## config.mk

```make
export PLATFORM = sky130hd
export DESIGN_NAME = mmc5_pcm_ctl_flat
export DESIGN_NICKNAME = d
export VERILOG_FILES = /design/src/rtl/mmc5_snd_pkg.sv /design/src/rtl/mmc5_pcm_ctl_if.sv /design/src/rtl/mmc5_pcm_slew.sv /design/src/rtl/mmc5_pcm_ctl.sv /design/src/flat_wrapper.sv
export SDC_FILE = /design/constraint.sdc
export NUM_CORES = 1
export LEC_CHECK = 0
export ABC_AREA = 1
export BUFFER_PORTS_ARGS = -buffer_cell sky130_fd_sc_hd__buf_2
export CAP_MARGIN = 20
export CORE_UTILIZATION = 43
export DETAILED_ROUTE_END_ITERATION = 10
export PLACE_DENSITY = 0.82
export SYNTH_ARGS = -nofsm -noshare
export SYNTH_HDL_FRONTEND = slang
export SYNTH_SLANG_ARGS = --single-unit
```

## constraint.sdc

```tcl
create_clock -name m2 -period 3.2 [get_ports m2]
set_input_delay 0.16 -clock m2 [delete_from_list [all_inputs] [get_ports m2]]
set_output_delay 0.16 -clock m2 [all_outputs]
set_load 0.02 [all_outputs]
```

## src/rtl/mmc5_snd_pkg.sv

```systemverilog
// Shared MMC5 sound register map, CTRL bit layout and PRG read-window decode.
package mmc5_snd_pkg;

  localparam logic [14:0] REG_PCM_CTRL   = 15'h5010;
  localparam logic [14:0] REG_PCM_DATA   = 15'h5011;
  localparam logic [14:0] REG_SND_STATUS = 15'h5015;

  localparam int unsigned MODE_BIT  = 0;
  localparam int unsigned IRQEN_BIT = 7;
  localparam int unsigned FLAG_BIT  = 7;

  // With A15 already qualified by rom_sel, $8000-$BFFF is simply A14 = 0.
  localparam int unsigned PRG_WIN_BIT = 14;
  localparam logic        PRG_WIN_VAL = 1'b0;

  function automatic logic prg_pcm_window(input logic [14:0] addr);
    return addr[PRG_WIN_BIT] == PRG_WIN_VAL;
  endfunction

endpackage

```

## src/rtl/mmc5_pcm_ctl_if.sv

```systemverilog
// CPU-side bus bundle for the MMC5 PCM front end; the CPU/bus model is master.
interface mmc5_pcm_ctl_if;
  logic [14:0] cpu_addr;
  logic [7:0]  cpu_dat;
  logic        cpu_rw;
  logic        cpu_ce;
  logic        rom_sel;
  logic [7:0]  dat_out;
  logic        dat_oe;

  modport master (
    output cpu_addr, cpu_dat, cpu_rw, cpu_ce, rom_sel,
    input  dat_out, dat_oe
  );

  modport slave (
    input  cpu_addr, cpu_dat, cpu_rw, cpu_ce, rom_sel,
    output dat_out, dat_oe
  );
endinterface

```

## src/rtl/mmc5_pcm_slew.sv

```systemverilog
// Slew limiter: moves pcm toward the target sample by at most SLEW_STEP per falling m2.
module mmc5_pcm_slew #(
  parameter int unsigned SLEW_STEP = 4
) (
  input  logic       m2,
  input  logic       rst_n,
  input  logic [7:0] pcm_lat_i,
  output logic [7:0] pcm_o
);

  localparam logic [7:0] STEP = 8'(SLEW_STEP);

  logic [7:0] pcm_q, pcm_d;

  // Distance is taken before stepping, so a large step can never overshoot or wrap.
  always_comb begin
    pcm_d = pcm_q;
    if (pcm_lat_i > pcm_q) begin
      if ((pcm_lat_i - pcm_q) <= STEP) pcm_d = pcm_lat_i;
      else                             pcm_d = pcm_q + STEP;
    end else if (pcm_lat_i < pcm_q) begin
      if ((pcm_q - pcm_lat_i) <= STEP) pcm_d = pcm_lat_i;
      else                             pcm_d = pcm_q - STEP;
    end
  end

  always_ff @(negedge m2 or negedge rst_n) begin
    if (!rst_n) pcm_q <= '0;
    else        pcm_q <= pcm_d;
  end

  assign pcm_o = pcm_q;

endmodule

```

## src/rtl/mmc5_pcm_ctl.sv

```systemverilog
// MMC5 PCM channel front end: $5010/$5011 decode, write/read sample modes, zero-fetch IRQ.
// Optional output slew limiting is enabled with `define MMC5_PCM_SLEW_EN.
module mmc5_pcm_ctl
  import mmc5_snd_pkg::*;
#(
  parameter logic [14:0] ADDR_CTRL = REG_PCM_CTRL,
  parameter logic [14:0] ADDR_DATA = REG_PCM_DATA,
  parameter int unsigned SLEW_STEP = 4
) (
  input  logic                 m2,
  input  logic                 rst_n,
  mmc5_pcm_ctl_if.slave        bus,
  output logic [7:0]           pcm,
  output logic                 irq_n
);

  logic       mode_q,     mode_d;
  logic       irq_en_q,   irq_en_d;
  logic       irq_flag_q, irq_flag_d;
  logic [7:0] pcm_lat_q,  pcm_lat_d;

  logic ctrl_hit, data_hit;
  logic ctrl_wr, ctrl_rd, data_wr, prg_rd;
  logic dat_zero;

  always_comb begin
    ctrl_hit = bus.cpu_ce && (bus.cpu_addr == ADDR_CTRL);
    data_hit = bus.cpu_ce && (bus.cpu_addr == ADDR_DATA);
    ctrl_wr  = ctrl_hit && !bus.cpu_rw;
    ctrl_rd  = ctrl_hit &&  bus.cpu_rw;
    data_wr  = data_hit && !bus.cpu_rw;
    prg_rd   = bus.rom_sel && bus.cpu_rw && prg_pcm_window(bus.cpu_addr);
    dat_zero = (bus.cpu_dat == 8'h00);
  end

  always_comb begin
    mode_d     = mode_q;
    irq_en_d   = irq_en_q;
    irq_flag_d = irq_flag_q;
    pcm_lat_d  = pcm_lat_q;

    if (ctrl_wr) begin
      mode_d   = bus.cpu_dat[MODE_BIT];
      irq_en_d = bus.cpu_dat[IRQEN_BIT];
    end

    if (ctrl_rd) irq_flag_d = 1'b0;

    if (data_wr && !mode_q && !dat_zero) pcm_lat_d = bus.cpu_dat;

    // A zero byte fetched in read mode is the end-of-sample marker: hold level, flag IRQ.
    if (prg_rd && mode_q) begin
      if (dat_zero) irq_flag_d = 1'b1;
      else          pcm_lat_d  = bus.cpu_dat;
    end
  end

  always_ff @(negedge m2 or negedge rst_n) begin
    if (!rst_n) begin
      mode_q     <= 1'b0;
      irq_en_q   <= 1'b0;
      irq_flag_q <= 1'b0;
      pcm_lat_q  <= '0;
    end else begin
      mode_q     <= mode_d;
      irq_en_q   <= irq_en_d;
      irq_flag_q <= irq_flag_d;
      pcm_lat_q  <= pcm_lat_d;
    end
  end

  always_comb begin
    bus.dat_oe  = ctrl_rd;
    bus.dat_out = '0;
    if (ctrl_rd) bus.dat_out[FLAG_BIT] = irq_flag_q;
  end

  assign irq_n = !(irq_flag_q && irq_en_q);

`ifdef MMC5_PCM_SLEW_EN
  // Fed with the next latch value so the first step lands on the capturing edge.
  mmc5_pcm_slew #(
    .SLEW_STEP (SLEW_STEP)
  ) u_slew (
    .m2        (m2),
    .rst_n     (rst_n),
    .pcm_lat_i (pcm_lat_d),
    .pcm_o     (pcm)
  );
`else
  assign pcm = pcm_lat_q;
`endif

endmodule

```

## src/flat_wrapper.sv

```systemverilog
// flat-port wrapper written by rule: the top's interface ports become plain ports
module mmc5_pcm_ctl_flat import mmc5_snd_pkg::*;
#(
  parameter logic [14:0] ADDR_CTRL = REG_PCM_CTRL,
  parameter logic [14:0] ADDR_DATA = REG_PCM_DATA,
  parameter int unsigned SLEW_STEP = 4
)
  (m2, rst_n, pcm, irq_n, bus_cpu_addr, bus_cpu_dat, bus_cpu_rw, bus_cpu_ce, bus_rom_sel, bus_dat_out, bus_dat_oe);
  mmc5_pcm_ctl_if bus_i ();
  input  logic m2;
  input  logic rst_n;
  output logic [7:0] pcm;
  output logic irq_n;
  input wire logic [$bits(bus_i.cpu_addr)-1:0] bus_cpu_addr;
  input wire logic [$bits(bus_i.cpu_dat)-1:0] bus_cpu_dat;
  input wire logic [$bits(bus_i.cpu_rw)-1:0] bus_cpu_rw;
  input wire logic [$bits(bus_i.cpu_ce)-1:0] bus_cpu_ce;
  input wire logic [$bits(bus_i.rom_sel)-1:0] bus_rom_sel;
  output wire logic [$bits(bus_i.dat_out)-1:0] bus_dat_out;
  output wire logic [$bits(bus_i.dat_oe)-1:0] bus_dat_oe;
  assign bus_i.cpu_addr = bus_cpu_addr;
  assign bus_i.cpu_dat = bus_cpu_dat;
  assign bus_i.cpu_rw = bus_cpu_rw;
  assign bus_i.cpu_ce = bus_cpu_ce;
  assign bus_i.rom_sel = bus_rom_sel;
  assign bus_dat_out = bus_i.dat_out;
  assign bus_dat_oe = bus_i.dat_oe;
  mmc5_pcm_ctl #(.ADDR_CTRL(ADDR_CTRL), .ADDR_DATA(ADDR_DATA), .SLEW_STEP(SLEW_STEP)) u_core (.m2(m2), .rst_n(rst_n), .bus(bus_i), .pcm(pcm), .irq_n(irq_n));
endmodule
```

## Word-level counts from Yosys, hierarchy flattened

Index checks and enable logic that the tools add are counted.
Widths: inputs -> output; s select.

| word-level totals | value |
|---|---|
| output and inout port bits | 18 |
| flip-flop bits (word level) | 11 |
| word-level logic and storage cells | 30 |

| operators by class | value |
|---|---|
| bitwise operators | 1 |
| multiplexer cells | 7 |
| reductions and logical operators | 16 |
| equality and inequality tests | 2 |

Operators by type and width:

| operator | number |
|---|---|
| $eq 15x15->1 const B | 2 |
| $mux 8 | 3 |
| $logic_and 1x1->1 | 11 |
| $logic_not 8->1 | 1 |
| $logic_not 1->1 | 4 |
| $mux 1 | 4 |
| $not 1->1 | 1 |

## Depth between registers and ports, before layout

Gate-level depths: netlist (run 1).

| depth | value |
|---|---|
| word-level depth | 8 |
| mapped depth | 9 |
| gate-level depth less buffers | 9 |

==> results of run 1 <==
==> sequential cells by signal (all words and copies together), names as in the netlist <==
name and cells:
u_core.irq_flag_q 1, u_core.mode_q 1, u_core.irq_en_q 1, u_core.pcm 8
==> layer usage <==
layer  wire length, um  share of wire  global-route usage  vias to the layer above
met4                31          0.021              0.0938                        0
li1                  -              -                   -                      365
met5                 0              0                   0                        -
met3               114          0.079              0.0216                        3
met1               654           0.45               0.221                      296
met2               644           0.45               0.269                       38
==> cells by family after synthesis <==
family,count (synthesis),synth area share
AO/OA/AOI/OAI,3,0.0272
AND/OR/NAND/NOR,62,0.416
other,1,0.00544
buffers and inverters,21,0.152
flip-flops,11,0.399
==> power by group through the flow <==
stage / logic, mW / registers (mW) / clock network, mW
after detailed placement: 0.0384 / 0.142 / 0
after floorplan: 0.0229 / 0.143 / 0
after global placement: 0.0375 / 0.142 / 0
final: 0.0382 / 0.140 / 0.0953
after global routing: 0.0430 / 0.140 / 0.102
after CTS: 0.0385 / 0.140 / 0.0975
==> final timing paths <==
kind                                               end                         from  slack [ns]
setup / recovery                        bus_dat_out[7]  u_core.irq_flag_q$_DFF_NN0_        0.46
hold / removal             u_core.irq_en_q$_DFFE_NN0P_  u_core.irq_en_q$_DFFE_NN0P_        0.44
setup reg to reg               u_core.pcm[7]$_DFF_NN0_    u_core.mode_q$_DFFE_NN0P_        2.04
hold reg to reg            u_core.irq_en_q$_DFFE_NN0P_  u_core.irq_en_q$_DFFE_NN0P_        0.44
max in group asynchronous      u_core.pcm[7]$_DFF_NN0_                        rst_n        1.75
min in group asynchronous      u_core.pcm[2]$_DFF_NN0_                        rst_n        1.22
==> placed cells by master (no fill, tap or decap), drive strengths merged <==
cell,Yosys,routed
nand3,11,11
o21ai,3,3
clkbuf,0,4
buf,7,38
conb,1,7
inv,13,13
dfrtn,11,11
nand4,1,1
nor2,15,15
nand3b,1,1
nor3,1,1
nand2,33,33
clkinv,1,1
==> area by class of cell <==
class                           count  area (sq um)
Tap cell                           16          20.0
Inverter                           14          52.6
Multi-Input combinational cell     72           332
Sequential cell                    11           275
Clock buffer                        4          26.3
Fill cell                         157           611
Timing Repair Buffer               38           190
==> worst max-delay path: stages, from the launching register on <==
cell and delay [ns]:
dfrtn_1 0.42, inv_1 0.04, nor2_1 0.08, buf_2 0.17
==> results by group, run 1 <==
Status
  • Status: complete, no violations

Clock tree
  • CTS max path bufs: 2
  • CTS tree: yes
  • Clock Sinks: 11
  • Reg clk slew, reported paths: 0.05 ns
  • Resized Gates After CTS: 0
  • Hold_buf cts: 0
  • Post-CTS setup buffer count: 0
  • Cts bufs inserted: 3
  • Root Driver: clkbuf_4
  • H-tree levels: 1
  • Clock Latency Late Sink: 0.28 ns

Global routing
  • Vias in the first global route: 580
  • Pin count of the biggest net entering global routing: 12
  • Overflow after GRT: 0
  • Antenna violations before repair: 0
  • First-pass GRT wire length: 2.27 mm
  • GRT Total Usage: 0.168

Power
  • Clock power share: 0.348
  • Power per cell area: 305 nW/um^2
  • Pwr Total: 0.273 mW
  • Internal power: 0.204 mW
  • Worst VDD drop: 211 uV
  • Comb power frac: 0.140
  • Leak: 0.575 nW
  • Switching Share: 0.255
  • Sequential share of power: 0.512
  • Net Sw Power: 0.0697 mW

STA
  • RSZ-0062 raised after global routing: false
  • Hold Slack: 0.439 ns
  • Final setup vio count: 0
  • Sum Neg Setup Slack: 0 ns
  • Hold Vio Cnt, Final: 0
  • Pins Over Slew Limit: 0
  • Worst setup margin: 0.455 ns
  • Worst Skew: 0.00209 ns

Die
  • Number of I/O pins: 46
  • DIE WIDTH: 42.0 um
  • Core Box Area: 1510 sq um
  • # rows: 14
  • Die extent in y: 42.0 um
  • Die footprint: 1770 sq um
  • Starting Density: 0.458

Route
  • WL/cell: 9.32 um
  • DRT iter0 DRCs: 7
  • # DRC: 0
  • Total Routed Length: 1.45 mm
  • 1st-pass router iterations: 4
  • Vias/cell: 4.53
  • Via count: 702
  • ANT nets after route: 0

Min path
  • Hold depth: 2
  • Worst hold path type: reg -> reg

Critical path
  • Reg2reg path depth: 9
  • Crit path DAT: 2.58 ns
  • Kind of start point of the critical path: flip-flop
  • Required @ worst endpoint: 3.04 ns
  • CP endpoint kind: output pin
  • Critical path class: reg -> out
  • Worst Path Max Fanout: 3

Synthesis
  • Synth Instances: 98
  • Unique masters post-synth: 18
  • Share of the synthesized area in the top cell type: 0.399
  • Flops & latches, synth: 11
  • Main synth FF type: dfrtn_1
  • Sequential share of the synthesized area: 0.399
  • Synth Area per Inst: 7.03 sq um
  • YS warnings: 0
  • Most common cell in the netlist: nand2_1
  • Post-synth top area cell: dfrtn_1
  • Top cells by area, synth: dfrtn_1 40%, nand2_1 16%, nand3_1 8.0%
  • Most instantiated cells after synthesis: 29 x nand2_1, 12 x inv_1, 12 x nor2_1, 11 x dfrtn_1, 11 x nand3_1
  • Synthesized area: 689 sq um
  • Post-synth ARST share: 1.00
  • Number of synthesized flops with an enable pin: 0

Placed design
  • Post-place setup slack: 0.443 ns
  • Placed inst area: 870 sq um
  • # port buffers: 38
  • Placer Congestion: 0.739
  • Placed cells: 151
  • Dpl hpwl: 1.20 mm

Finish
  • Post-Layout Cell Count: 155
  • Final #Nets: 168
  • Design area: 896 sq um
  • Fin util: 0.595
  • Antenna Cells: 0
  • Fraction of layout cells with a size suffix above 1: 0.360
  • Layout area overhead: 29.9%

Job
  • Max_cap viols: 0
(Power assumes the default switching activity.)
==> run 2: changes to the inputs <==
Settings changed: BUFFER_PORTS_ARGS -buffer_cell sky130_fd_sc_hd__buf_2 to -buffer_cell sky130_fd_sc_hd__buf_4.
==> run 2 against run 1 <==
  * Clock skew decreased by 0.0017 ns
  * Sequential share of layout area down 2.9 points
  * Routed wire length is 7.9% higher
  * Final area is 11% higher
  * Sequential cell count unchanged
  * Sequential power barely moved
  * First-iteration DRC count rose by 130%
  * Die area unchanged
  * Count of clock-buffer cells in the layout unchanged
  * Power increased by 2.6%
  * Critical path type unchanged
  * Highest routed layer unchanged
  * Combinational power is 24% higher
==> results by group, run 2 (same netlist as run 1, synthesis figures left out) <==
Global routing
  • First-pass GRT wire length: 2.46 mm
  • Vias in the first global route: 626
  • Pin count of the biggest net entering global routing: 12
  • Antenna violations before repair: 0
  • GRT Total Usage: 0.185
  • Overflow after GRT: 0

Finish
  • Final #Nets: 168
  • Most common cell after layout, fill and taps aside: buf_4
  • Fin util: 0.658
  • Post-Layout Cell Count: 155
  • Fraction of layout cells with a size suffix above 1: 0.360
  • Layout area overhead: 43.7%
  • Multi-input logic area: 332 sq um
  • Reg area: 275 sq um
  • Commonest cells after routing, fill and taps aside: 38 x buf_4, 29 x nand2_1, 12 x nor2_1, 12 x inv_1
  • Antenna Cells: 0
  • Fill count: 139
  • Max reg flops: 8

Route
  • Via count: 715
  • # DRC: 0
  • DRT iter0 DRCs: 16
  • Vias/cell: 4.61
  • Total Routed Length: 1.56 mm
  • WL/cell: 10.1 um
  • ANT nets after route: 0
  • 1st-pass router iterations: 4

Die
  • Starting Density: 0.458
  • Core Box Area: 1510 sq um
  • DIE WIDTH: 42.0 um
  • # rows: 14
  • Die footprint: 1770 sq um
  • Die extent in y: 42.0 um
  • Number of I/O pins: 46

Placed design
  • Placed cells: 151
  • Placer Congestion: 0.725
  • Dpl hpwl: 1.28 mm
  • # port buffers: 38
  • Post-place setup slack: 0.429 ns

Critical path
  • Critical path class: reg -> out
  • Required @ worst endpoint: 3.04 ns
  • Kind of start point of the critical path: flip-flop
  • CP endpoint kind: output pin
  • Worst Path Max Fanout: 3
  • Crit path DAT: 2.59 ns

STA
  • RSZ-0062 raised after global routing: false
  • Pins Over Slew Limit: 0
  • Hold Vio Cnt, Final: 0
  • Sum Neg Setup Slack: 0 ns
  • Worst setup margin: 0.450 ns
  • Worst Skew: 0.000397 ns
  • Hold Slack: 0.433 ns
  • Final setup vio count: 0

Clock tree
  • Clock Latency Late Sink: 0.28 ns
  • Reg clk slew, reported paths: 0.05 ns
  • Resized Gates After CTS: 0
  • CTS tree: yes
  • Cts bufs inserted: 3
  • CTS max path bufs: 2
  • Hold_buf cts: 0
  • H-tree levels: 1
  • Root Driver: clkbuf_4
  • Post-CTS setup buffer count: 0
  • Clock Sinks: 11

Power
  • Power per cell area: 283 nW/um^2
  • Leak: 0.599 nW
  • Worst VDD drop: 288 uV

Job
  • Max_cap viols: 0

Min path
  • Worst hold path type: reg -> reg

Status
  • Status: complete, no violations
[run 2: cell counts in the layout (fill, tap and decap cells not counted)]
Identical to the previous run, type by type.
[run 2: power breakdown]
part / internal (mW) / switching, mW
combinational: 0.0247 / 0.0227
clock: 0.0483 / 0.0448
sequential: 0.140 / 0.0000647
total: 0.213 / 0.0676
[run 2: final cells by class]
type | instances | share of cell area
Tap cell | 16 | 0.0202
Sequential cell | 11 | 0.278
Multi-Input combinational cell | 72 | 0.335
Timing Repair Buffer | 38 | 0.288
Inverter | 14 | 0.0530
Clock buffer | 4 | 0.0265
[run 2: critical path, cell delays in order (launching register included)]
cell and delay (ns):
dfrtn_1 0.42, inv_1 0.04, nor2_1 0.10, buf_4 0.15
[run 2: path summary, 6_finish.rpt]
path / start / endpoint / slack (ns) / cells after the start
max in group asynchronous: rst_n / u_core.pcm[2]$_DFF_NN0_ / 1.83 / 1
setup / recovery: u_core.irq_flag_q$_DFF_NN0_ / bus_dat_out[7] / 0.45 / 3
hold / removal: u_core.irq_en_q$_DFFE_NN0P_ / u_core.irq_en_q$_DFFE_NN0P_ / 0.43 / 2
hold reg to reg: u_core.irq_en_q$_DFFE_NN0P_ / u_core.irq_en_q$_DFFE_NN0P_ / 0.43 / 2
min in group asynchronous: rst_n / u_core.pcm[4]$_DFF_NN0_ / 1.19 / 1
setup reg to reg: u_core.mode_q$_DFFE_NN0P_ / u_core.pcm[7]$_DFF_NN0_ / 2.05 / 9
[run 2: stage by stage]
stage	power, mW	cell area, sq um
6_report	0.281	991
5_1_grt	0.295	991
4_1_cts	0.283	991
3_5_place_dp	0.190	965
3_3_place_gp	0.189	965
2_1_floorplan	0.165	712
[run 2: layer usage]
metal	GRT usage	share of wire	vias up
met4	0.113	0.026	0
met5	0	0	-
met3	0.0431	0.087	4
li1	-	-	368
met1	0.212	0.41	308
met2	0.313	0.47	35
